## src/rtl/aha_ahb_par_pkg.sv

```systemverilog
// Shared types, AHB encodings and transfer-shape helpers for the AHB to
// parallel register-interface bridge.
package aha_ahb_par_pkg;

    typedef enum logic [2:0] {
        ST_IDLE,
        ST_ACCESS,
        ST_RESP,
        ST_ERR1,
        ST_ERR2
    } state_e;

    localparam logic [1:0] HTRANS_IDLE   = 2'b00;
    localparam logic [1:0] HTRANS_BUSY   = 2'b01;
    localparam logic [1:0] HTRANS_NONSEQ = 2'b10;
    localparam logic [1:0] HTRANS_SEQ    = 2'b11;

    localparam logic [1:0] HRESP_OKAY  = 2'b00;
    localparam logic [1:0] HRESP_ERROR = 2'b01;

    // Legal when the transfer fits the bus and the address is size-aligned.
    function automatic logic size_legal(input logic [2:0] hsize,
                                        input logic [2:0] addr_lsbs,
                                        input int         data_width);
        int nbytes;
        int off;
        nbytes = 1 << hsize;
        off    = int'(addr_lsbs);
        return ((8 * nbytes) <= data_width) && ((off & (nbytes - 1)) == 0);
    endfunction

    // Byte lanes touched by the transfer; bits above the bus width stay 0.
    function automatic logic [7:0] strb_gen(input logic [2:0] hsize,
                                            input logic [2:0] addr_lsbs,
                                            input int         data_width);
        logic [7:0] strb;
        int nbytes;
        int off;
        int bus_bytes;
        bus_bytes = data_width / 8;
        nbytes    = 1 << hsize;
        off       = int'(addr_lsbs) & (bus_bytes - 1);
        strb      = '0;
        for (int i = 0; i < 8; i++) begin
            strb[i] = (i < bus_bytes) && (i >= off) && (i < off + nbytes);
        end
        return strb;
    endfunction

endpackage

```

## src/rtl/aha_par_timeout_ctr.sv

```systemverilog
// Data-phase timeout counter: cleared when an access starts, counts while the
// access is outstanding, expires on the cycle it would reach TIMEOUT_CYCLES.
module aha_par_timeout_ctr #(
    parameter int TIMEOUT_CYCLES = 255
) (
    input  logic clk_i,
    input  logic rst_n_i,
    input  logic clr_i,
    input  logic en_i,
    output logic expire_o
);

    localparam logic [15:0] LAST = (TIMEOUT_CYCLES == 0) ? 16'd0 : 16'(TIMEOUT_CYCLES - 1);

    logic [15:0] cnt_q;
    logic [15:0] cnt_d;

    always_comb begin
        cnt_d = cnt_q;
        if (clr_i) begin
            cnt_d = '0;
        end else if (en_i) begin
            cnt_d = cnt_q + 16'd1;
        end
    end

    always_ff @(posedge clk_i or negedge rst_n_i) begin
        if (!rst_n_i) begin
            cnt_q <= '0;
        end else begin
            cnt_q <= cnt_d;
        end
    end

    generate
        if (TIMEOUT_CYCLES == 0) begin : g_off
            assign expire_o = 1'b0;
        end else begin : g_on
            assign expire_o = en_i && (cnt_q == LAST);
        end
    endgenerate

endmodule

```

## src/rtl/aha_ahb_par_bridge.sv

```systemverilog
// AHB-Lite slave to Ordt parallel register bridge with registered response,
// ACK/NACK wait states, timeout and two-cycle ERROR responses.
//
// state     | meaning
// ST_IDLE   | ready, OKAY; accepts a new transfer
// ST_ACCESS | enable pulse issued, waiting for ACK/NACK or timeout
// ST_RESP   | last OKAY data-phase cycle; accepts a new transfer
// ST_ERR1   | first ERROR cycle, HREADYOUT low
// ST_ERR2   | second ERROR cycle, HREADYOUT high; accepts a new transfer
module aha_ahb_par_bridge
    import aha_ahb_par_pkg::*;
#(
    parameter int ADDR_WIDTH     = 12,
    parameter int DATA_WIDTH     = 32,
    parameter int TIMEOUT_CYCLES = 255,
    parameter int ERR_ON_NACK    = 1
) (
    input  logic                      HCLK,
    input  logic                      HRESETn,
    input  logic                      HSEL,
    input  logic [1:0]                HTRANS,
    input  logic                      HWRITE,
    input  logic [2:0]                HSIZE,
    input  logic                      HREADYMUX,
    input  logic [31:0]               HADDR,
    input  logic [DATA_WIDTH-1:0]     HWDATA,
    input  logic [2:0]                HBURST,
    input  logic [3:0]                HPROT,
    input  logic [3:0]                HMASTER,
    input  logic                      HMASTLOCK,
    output logic [DATA_WIDTH-1:0]     HRDATA,
    output logic                      HREADYOUT,
    output logic [1:0]                HRESP,
    output logic [ADDR_WIDTH-1:0]     PAR_ADDR,
    output logic                      PAR_RD_EN,
    output logic                      PAR_WR_EN,
    output logic [DATA_WIDTH/8-1:0]   PAR_WR_STRB,
    output logic [DATA_WIDTH-1:0]     PAR_WR_DATA,
    input  logic [DATA_WIDTH-1:0]     PAR_RD_DATA,
    input  logic                      PAR_ACK,
    input  logic                      PAR_NACK,
    output logic                      TIMEOUT_EVT
);

    localparam int STRB_W = DATA_WIDTH / 8;

    state_e                  state_q;
    logic                    hready_q;
    logic [1:0]              hresp_q;
    logic [DATA_WIDTH-1:0]   hrdata_q;
    logic [ADDR_WIDTH-1:0]   par_addr_q;
    logic                    rd_en_q;
    logic                    wr_en_q;
    logic [STRB_W-1:0]       strb_q;
    logic                    write_q;
    logic                    timeout_evt_q;

    logic                    valid;
    logic                    legal;
    logic                    expire;
    logic [7:0]              strb_all;
    logic                    unused_ok;

    // hready_q is high exactly in the states that may take a new address phase.
    assign valid    = HSEL & HREADYMUX & HTRANS[1] & hready_q;
    assign legal    = size_legal(HSIZE, HADDR[2:0], DATA_WIDTH);
    assign strb_all = strb_gen(HSIZE, HADDR[2:0], DATA_WIDTH);

    assign unused_ok = ^{HBURST, HPROT, HMASTER, HMASTLOCK, HADDR, HTRANS[0], strb_all};

    aha_par_timeout_ctr #(
        .TIMEOUT_CYCLES (TIMEOUT_CYCLES)
    ) u_timeout_ctr (
        .clk_i    (HCLK),
        .rst_n_i  (HRESETn),
        .clr_i    (valid & legal),
        .en_i     (state_q == ST_ACCESS),
        .expire_o (expire)
    );

    always_ff @(posedge HCLK or negedge HRESETn) begin
        if (!HRESETn) begin
            state_q       <= ST_IDLE;
            hready_q      <= 1'b1;
            hresp_q       <= HRESP_OKAY;
            hrdata_q      <= '0;
            par_addr_q    <= '0;
            rd_en_q       <= 1'b0;
            wr_en_q       <= 1'b0;
            strb_q        <= '0;
            write_q       <= 1'b0;
            timeout_evt_q <= 1'b0;
        end else begin
            rd_en_q       <= 1'b0;
            wr_en_q       <= 1'b0;
            timeout_evt_q <= 1'b0;
            case (state_q)
                ST_IDLE, ST_RESP, ST_ERR2: begin
                    if (valid && legal) begin
                        state_q    <= ST_ACCESS;
                        hready_q   <= 1'b0;
                        hresp_q    <= HRESP_OKAY;
                        par_addr_q <= HADDR[ADDR_WIDTH-1:0];
                        strb_q     <= strb_all[STRB_W-1:0];
                        write_q    <= HWRITE;
                        rd_en_q    <= ~HWRITE;
                        wr_en_q    <= HWRITE;
                    end else if (valid) begin
                        state_q  <= ST_ERR1;
                        hready_q <= 1'b0;
                        hresp_q  <= HRESP_ERROR;
                    end else begin
                        state_q  <= ST_IDLE;
                        hready_q <= 1'b1;
                        hresp_q  <= HRESP_OKAY;
                    end
                end
                ST_ACCESS: begin
                    // NACK takes priority over a simultaneous ACK.
                    if (PAR_NACK) begin
                        strb_q <= '0;
                        if (ERR_ON_NACK != 0) begin
                            state_q <= ST_ERR1;
                            hresp_q <= HRESP_ERROR;
                        end else begin
                            state_q  <= ST_RESP;
                            hready_q <= 1'b1;
                            hrdata_q <= '0;
                        end
                    end else if (PAR_ACK) begin
                        strb_q   <= '0;
                        state_q  <= ST_RESP;
                        hready_q <= 1'b1;
                        hrdata_q <= write_q ? '0 : PAR_RD_DATA;
                    end else if (expire) begin
                        strb_q        <= '0;
                        state_q       <= ST_ERR1;
                        hresp_q       <= HRESP_ERROR;
                        timeout_evt_q <= 1'b1;
                    end
                end
                ST_ERR1: begin
                    state_q  <= ST_ERR2;
                    hready_q <= 1'b1;
                end
                default: begin
                    state_q  <= ST_IDLE;
                    hready_q <= 1'b1;
                    hresp_q  <= HRESP_OKAY;
                end
            endcase
        end
    end

    assign HRDATA      = hrdata_q;
    assign HREADYOUT   = hready_q;
    assign HRESP       = hresp_q;
    assign PAR_ADDR    = par_addr_q;
    assign PAR_RD_EN   = rd_en_q;
    assign PAR_WR_EN   = wr_en_q;
    assign PAR_WR_STRB = strb_q;
    assign PAR_WR_DATA = HWDATA;
    assign TIMEOUT_EVT = timeout_evt_q;

endmodule
```

## config.mk

```make
export PLATFORM = sky130hd
export DESIGN_NAME = aha_ahb_par_bridge
export DESIGN_NICKNAME = d
export VERILOG_FILES = /design/src/rtl/aha_ahb_par_pkg.sv /design/src/rtl/aha_par_timeout_ctr.sv /design/src/rtl/aha_ahb_par_bridge.sv
export SDC_FILE = /design/constraint.sdc
export NUM_CORES = 1
export LEC_CHECK = 0
export BUFFER_PORTS_ARGS = -buffer_cell sky130_fd_sc_hd__buf_2
export CORE_ASPECT_RATIO = 1.25
export CORE_UTILIZATION = 39
export DETAILED_ROUTE_END_ITERATION = 10
export PLACE_DENSITY = 0.73
export SLEW_MARGIN = 5
export SYNTH_ARGS = -nofsm -noshare
export SYNTH_HDL_FRONTEND = slang
export SYNTH_SLANG_ARGS = --single-unit
```

## constraint.sdc

```tcl
create_clock -name HCLK -period 2.3 [get_ports HCLK]
set_clock_uncertainty 0.2 [all_clocks]
set_input_delay 0.345 -clock HCLK [delete_from_list [all_inputs] [get_ports HCLK]]
set_output_delay 0.345 -clock HCLK [all_outputs]
set_load 0.02 [all_outputs]
```

# After elaboration in Yosys (flattened, before gate mapping)
# Cells that the tools add are included.
# op_classes
mux	33
n_shift	1
n_eq_ne	11
n_reduce_logical	17
add_sub_neg	3
bitwise_logic	8
n_lt_le_gt_ge	9
# ops
operator	n
$lt 3x32->1 const A	2
$add 3x32->32	1
$and 4x32->32	1
$le 32x7->1 const B	1
$logic_not 32->1	1
$lt 1x32->1 const A	1
$lt 2x32->1 const A	1
$mux 16	2
$mux 32	1
$shl 1x3->32 const A	1
$sub 32x2->32 const B	1
$add 16x1->16 const B	1
$eq 16x8->1 const B	1
$mux 4	4
$mux 1	14
$mux 2	5
$mux 3	3
$pmux 3 s3	1
$reduce_and 3->1	3
$pmux 4 s2	1
$logic_and 1x1->1	7
$eq 3x2->1 const B	2
$ne 2x2->1 const B	3
$ne 3x3->1 const B	2
other kinds (13)	22
# word_totals
in_bits	120
word_cells	93
register_bits	74
output_inout_bits	86

# Logic depth before layout (Yosys ltp)
# depth
word_depth	8
ltp_mapped	8
mapped_depth_nobuf	8

# Cells and area by module
# A second synthesis with hierarchy kept.
# unflattened
hier_cells	359
hier_area_um2	3658.5
# modules_own_cells
module	area_each_um2	cells_per_inst	instances	seq_area_each_um2
aha_ahb_par_bridge	2796.4	269	1	1427.6
aha_par_timeout_ctr	862.1	90	1	400.4

# Least setup slack after synthesis
# No wires, ideal clock.
# synth_path
path_kind	input port to flip-flop
startpoint	in HSIZE[2]
endpoint	reg strb_q[2] (netlist: PAR_WR_STRB[2])
t_required_ns	1.979
arrival_ns	1.840
n_path_buf	0
path_stages	8
setup_ns	0.121
setup_slack_ns	0.139
path_cell_list	nor3_1 > ha_1 > inv_1 > fa_1 > a211oi_1 > a32o_1 > o21ai_0 > a22o_1
# synth_between
elab_chain_cells	8
elab_cells_between_ends	14
cone_classes	add/sub: 2; order compare: 2; eq/ne: 1; shift: 1; mux: 2; bitwise: 1; reduce/logical: 5
# synth_rtl
element	line	rtl
start: declaration	aha_ahb_par_bridge.sv:23	input logic [2:0] HSIZE,
$shl 1x3->32 *	aha_ahb_par_pkg.sv:27, aha_ahb_par_pkg.sv:41	
branches (longest 7 deep; another with $add 3x32->32)	n/a	
end signal: assignment	aha_ahb_par_bridge.sv:104	strb_q <= strb_all[STRB_W-1:0];
end: declaration	aha_ahb_par_bridge.sv:54	logic [STRB_W-1:0] strb_q;
# Mark *: on every way between the ends. The select of a mux whose other input is x is not followed.
# A chain may end at the register's enable or synchronous reset.

# Final worst setup path
# Ends and elaborated chain as after synthesis.

==> summary.md <==
| Metric | Value |
|---|---|
| Status | completed |
| Wire length on met3 | 412 um |
| Place WS | -226.4 ps |
| Sw power | 1.792 mW |
| Die area | 9696 um2 |
| Global-route wire length before repair | 11.90 mm |
| Final net count | 568 |
| P_int | 3.113 mW |
| Max-slew violations | 0 |
| Final Non-Filler Cells | 570 |
| Skew-Pair Late Insertion Delay | 320 ps |
| Met2 WL post-DR | 3.851 mm |
| Unrepaired setup endpoints after global routing | false |
| Routed vias | 2842 |
| Hold crit path type | input port to flip-flop |
| Mapped Avg Cell Area | 10.08 um2 |
| CP required | 2310 ps |
| Gr usage total | 16.14% |
| Total power | 4.905 mW |
| Synth-to-layout area growth | 20.90% |
| Type of the worst setup path | input port to flip-flop |
| Avg Vias per Cell | 4.986 |
| Mapped Area | 3628 um2 |
| Dpl cells | 552 |
| Final TNS setup | 0 ps |
| DRC violations left | 0 |
| Clk slew on worst S/H paths | 60 ps |
| FILL cells | 885 |
| Worst IR drop on VDD | 0.3982 mV |
| Sequential share of the synthesized area | 50.38% |
| CP max FO | 3 |
| YS warnings | 0 |
| Syn nets | 486 |
| Fin Hold WS | 41.50 ps |
| Final HPWL DP | 5.477 mm |
| WL per Instance | 13.47 um |
| Power share of the clock group | 25.7% |
| Netlist cell types | 45 |
| DRT Wirelength | 7.680 mm |
| Largest net degree at the start of global routing | 50 |
| Arr. time, crit path | 2120 ps |
| DR iter-0 viols | 136 |
| Die X-Extent | 88.28 um |
| CP startpoint kind | input port |
| Gp weighted congestion | 0.8015 |
| H-tree levels | 3 |
| # IOs | 206 |
| P_leak | 2.241 nW |
| Proportion of layout cells with a drive suffix above 1 | 34.45% |
| Net Sw Frac | 36.53% |
| Slew @ Worst Pin | 822.8 ps |
| GRT overflow | 0 |
| Max clock buf depth | 2 |
| Vias in the first global route | 2627 |
| Core area | 9076 um2 |
| Pwr dens | 1118 nW/um2 |
| Cell Rows | 39 |
| Minimum clock period | 2109 ps |
| Fmax | 0.4742 GHz |
| Synth Instances | 360 |
| CTS root buf | clkbuf_16 |
| Worst Slack Setup Final | 191.2 ps |
| Die Y | 109.8 um |
| Port Buffer Count | 107 |
| Max transition margin | 45.15% |
| Tcrit/Tclk final | 91.69% |
| Comb power frac | 31.6% |
| Initial antenna violation count | 0 |
| Clock Sinks | 73 |
| # setup viols final | 0 |
| Final Hold Fails | 0 |
| Crit end category | flip-flop |
| Max Cap Viol | 0 |
| DR pass1 iterations | 4 |
| Initial Util | 39.98% |
| Cts bufs inserted | 9 |
| Antenna fix cells | 0 |
| Top Layer Used | met4 |
| CTS tree | yes |
| Register share of total power | 42.6% |
| Detail Route Antenna Nets | 0 |
| #FFs+latches synth | 73 |
| DRT met1 WL | 3.230 mm |
==> cell type report <==
type	instances	area, um2	area share, %
Clock inverter	4	28.78	0.6560
Sequential cell	73	1828	41.67
Clock buffer	12	246.5	5.619
Inverter	7	26.28	0.5990
Multi-Input combinational cell	229	1423	32.43
Tap cell	123	153.9	3.508
Timing Repair Buffer	122	680.7	15.52
==> cells in the final DEF, fill, tap and decap left out, types with 2 or more instances in the layout <==
| cell | count |
|---|---|
| xor2_1 | 5 |
| buf_2 | 106 |
| and4_1 | 3 |
| nand3_1 | 3 |
| clkinvlp_4 | 2 |
| nor4b_1 | 2 |
| nand2_1 | 74 |
| inv_1 | 7 |
| nor4_1 | 3 |
| a211oi_1 | 3 |
| clkbuf_1 | 2 |
| dfrtp_1 | 72 |
| or2_2 | 2 |
| nor3_1 | 5 |
| xnor2_1 | 6 |
| ha_1 | 5 |
| o2bb2ai_1 | 2 |
| dlygate4sd3_1 | 2 |
| o21ai_0 | 10 |
| mux2_2 | 11 |
| nand2b_1 | 2 |
| a22o_1 | 2 |
| nand3b_1 | 33 |
| nor2_1 | 19 |
| and3_1 | 2 |
| buf_12 | 2 |
| or3_1 | 3 |
| nand4_1 | 7 |
| a21oi_1 | 8 |
| clkbuf_16 | 9 |
| a21o_1 | 2 |
| buf_4 | 12 |
==> metal layers <==
| layer | global-route usage (%) | up-vias |
|---|---|---|
| met5 | 0 | - |
| met4 | 9.793 | 0 |
| met3 | 4.354 | 19 |
| met2 | 27.14 | 97 |
| met1 | 18.07 | 1373 |
| li1 | - | 1353 |
==> per-stage QoR <==
step	instance area, um2	util [%]
floorplan	3628	-
global placement	4086	45.02
detailed placement	4086	45.02
CTS	4382	48.28
global route	4387	48.33
finish	4387	48.33
==> worst max-delay path: stages <==
cell and delay, ps:
buf_2 110, nor3_2 220, ha_1 210, inv_1 60, fa_1 390, a211oi_1 250, a32o_1 270, o21ai_0 100
a22o_1 180
==> synth_stat cells (all sizes together) <==
cell | number | area [um2]
nor4b | 2 | 17.52
a21boi | 1 | 7.510
dfrtp | 72 | 1802
fa | 1 | 20.02
a2111oi | 1 | 8.760
nand4 | 9 | 77.57
nor4 | 3 | 18.77
inv | 7 | 26.28
o31ai | 1 | 7.510
nand2b | 2 | 12.51
a32o | 1 | 10.01
dfstp | 1 | 26.28
a21oi | 8 | 40.04
nand4bb | 1 | 11.26
xnor2 | 6 | 52.55
clkbuf | 8 | 30.03
nor3 | 6 | 30.03
o2bb2ai | 2 | 17.52
and3 | 2 | 12.51
xor2 | 5 | 43.79
o21ai | 10 | 50.05
or4 | 1 | 7.510
a31oi | 1 | 6.260
buf | 43 | 329.1
o21a | 1 | 7.510
or3 | 3 | 18.77
conb | 1 | 3.750
nor2 | 20 | 75.07
ha | 5 | 62.56
nand3 | 3 | 15.01
a22o | 2 | 17.52
or3b | 1 | 8.760
nand3b | 33 | 247.7
nor3b | 1 | 18.77
a21o | 2 | 15.01
and4 | 3 | 26.28
a211oi | 3 | 22.52
nor4bb | 1 | 10.01
mux2 | 11 | 123.9
or2 | 2 | 12.51
nand2 | 74 | 277.8
==> final timing paths <==
path / startpoint / endpoint / slack [ps] / cells past startpoint
worst min-delay path: PAR_RD_DATA[28] / HRDATA[28] / 40 / 3
worst min register to register: HRDATA[28] / HRDATA[28] / 260 / 2
max in group asynchronous: HRESETn / HREADYOUT / 1020 / 3
worst max register to register: state_q[2] / HRDATA[6] / 290 / 4
min in group asynchronous: HRESETn / HRDATA[1] / 260 / 2
worst max-delay path: HSIZE[2] / PAR_WR_STRB[2] / 190 / 9
==> logic make-up after synthesis <==
group	after synthesis	share of synthesized area (%)
compound gates	33	5.794
fa+ha+maj	6	2.276
buf+inv	58	10.62
other cells	1	0.1033
simple gates	167	24.76
flops	73	50.38
mux	11	3.414
xor+xnor	11	2.655
==> flip-flops by register name (all words and copies together) (netlist names) <==
| signal | flops |
|---|---|
| PAR_ADDR | 12 |
| PAR_WR_EN | 1 |
| HRESP | 1 |
| write_q | 1 |
| TIMEOUT_EVT | 1 |
| HREADYOUT | 1 |
| HRDATA | 32 |
| PAR_WR_STRB | 4 |
| state_q | 3 |
| PAR_RD_EN | 1 |
| u_timeout_ctr.cnt_q | 16 |
==> power groups by stage <==
| stage | combinational (mW) | sequential [mW] | clock (mW) |
|---|---|---|---|
| floorplan | 0.729 | 2.43 | 0 |
| global placement | 1.52 | 2.07 | 0 |
| detailed placement | 1.57 | 2.11 | 0 |
| CTS | 1.57 | 2.09 | 1.31 |
| global route | 1.72 | 2.16 | 1.35 |
| finish | 1.55 | 2.09 | 1.26 |
==> what timing repair did <==
action                     4_1_cts  5_1_grt
gates resized for setup          0        1
hold buffers                     2        0
setup endpoints to repair        0        1
setup buffers                    0        0
hold endpoints to repair        25        0
No activity file was read; power rests on OpenSTA's default activity.
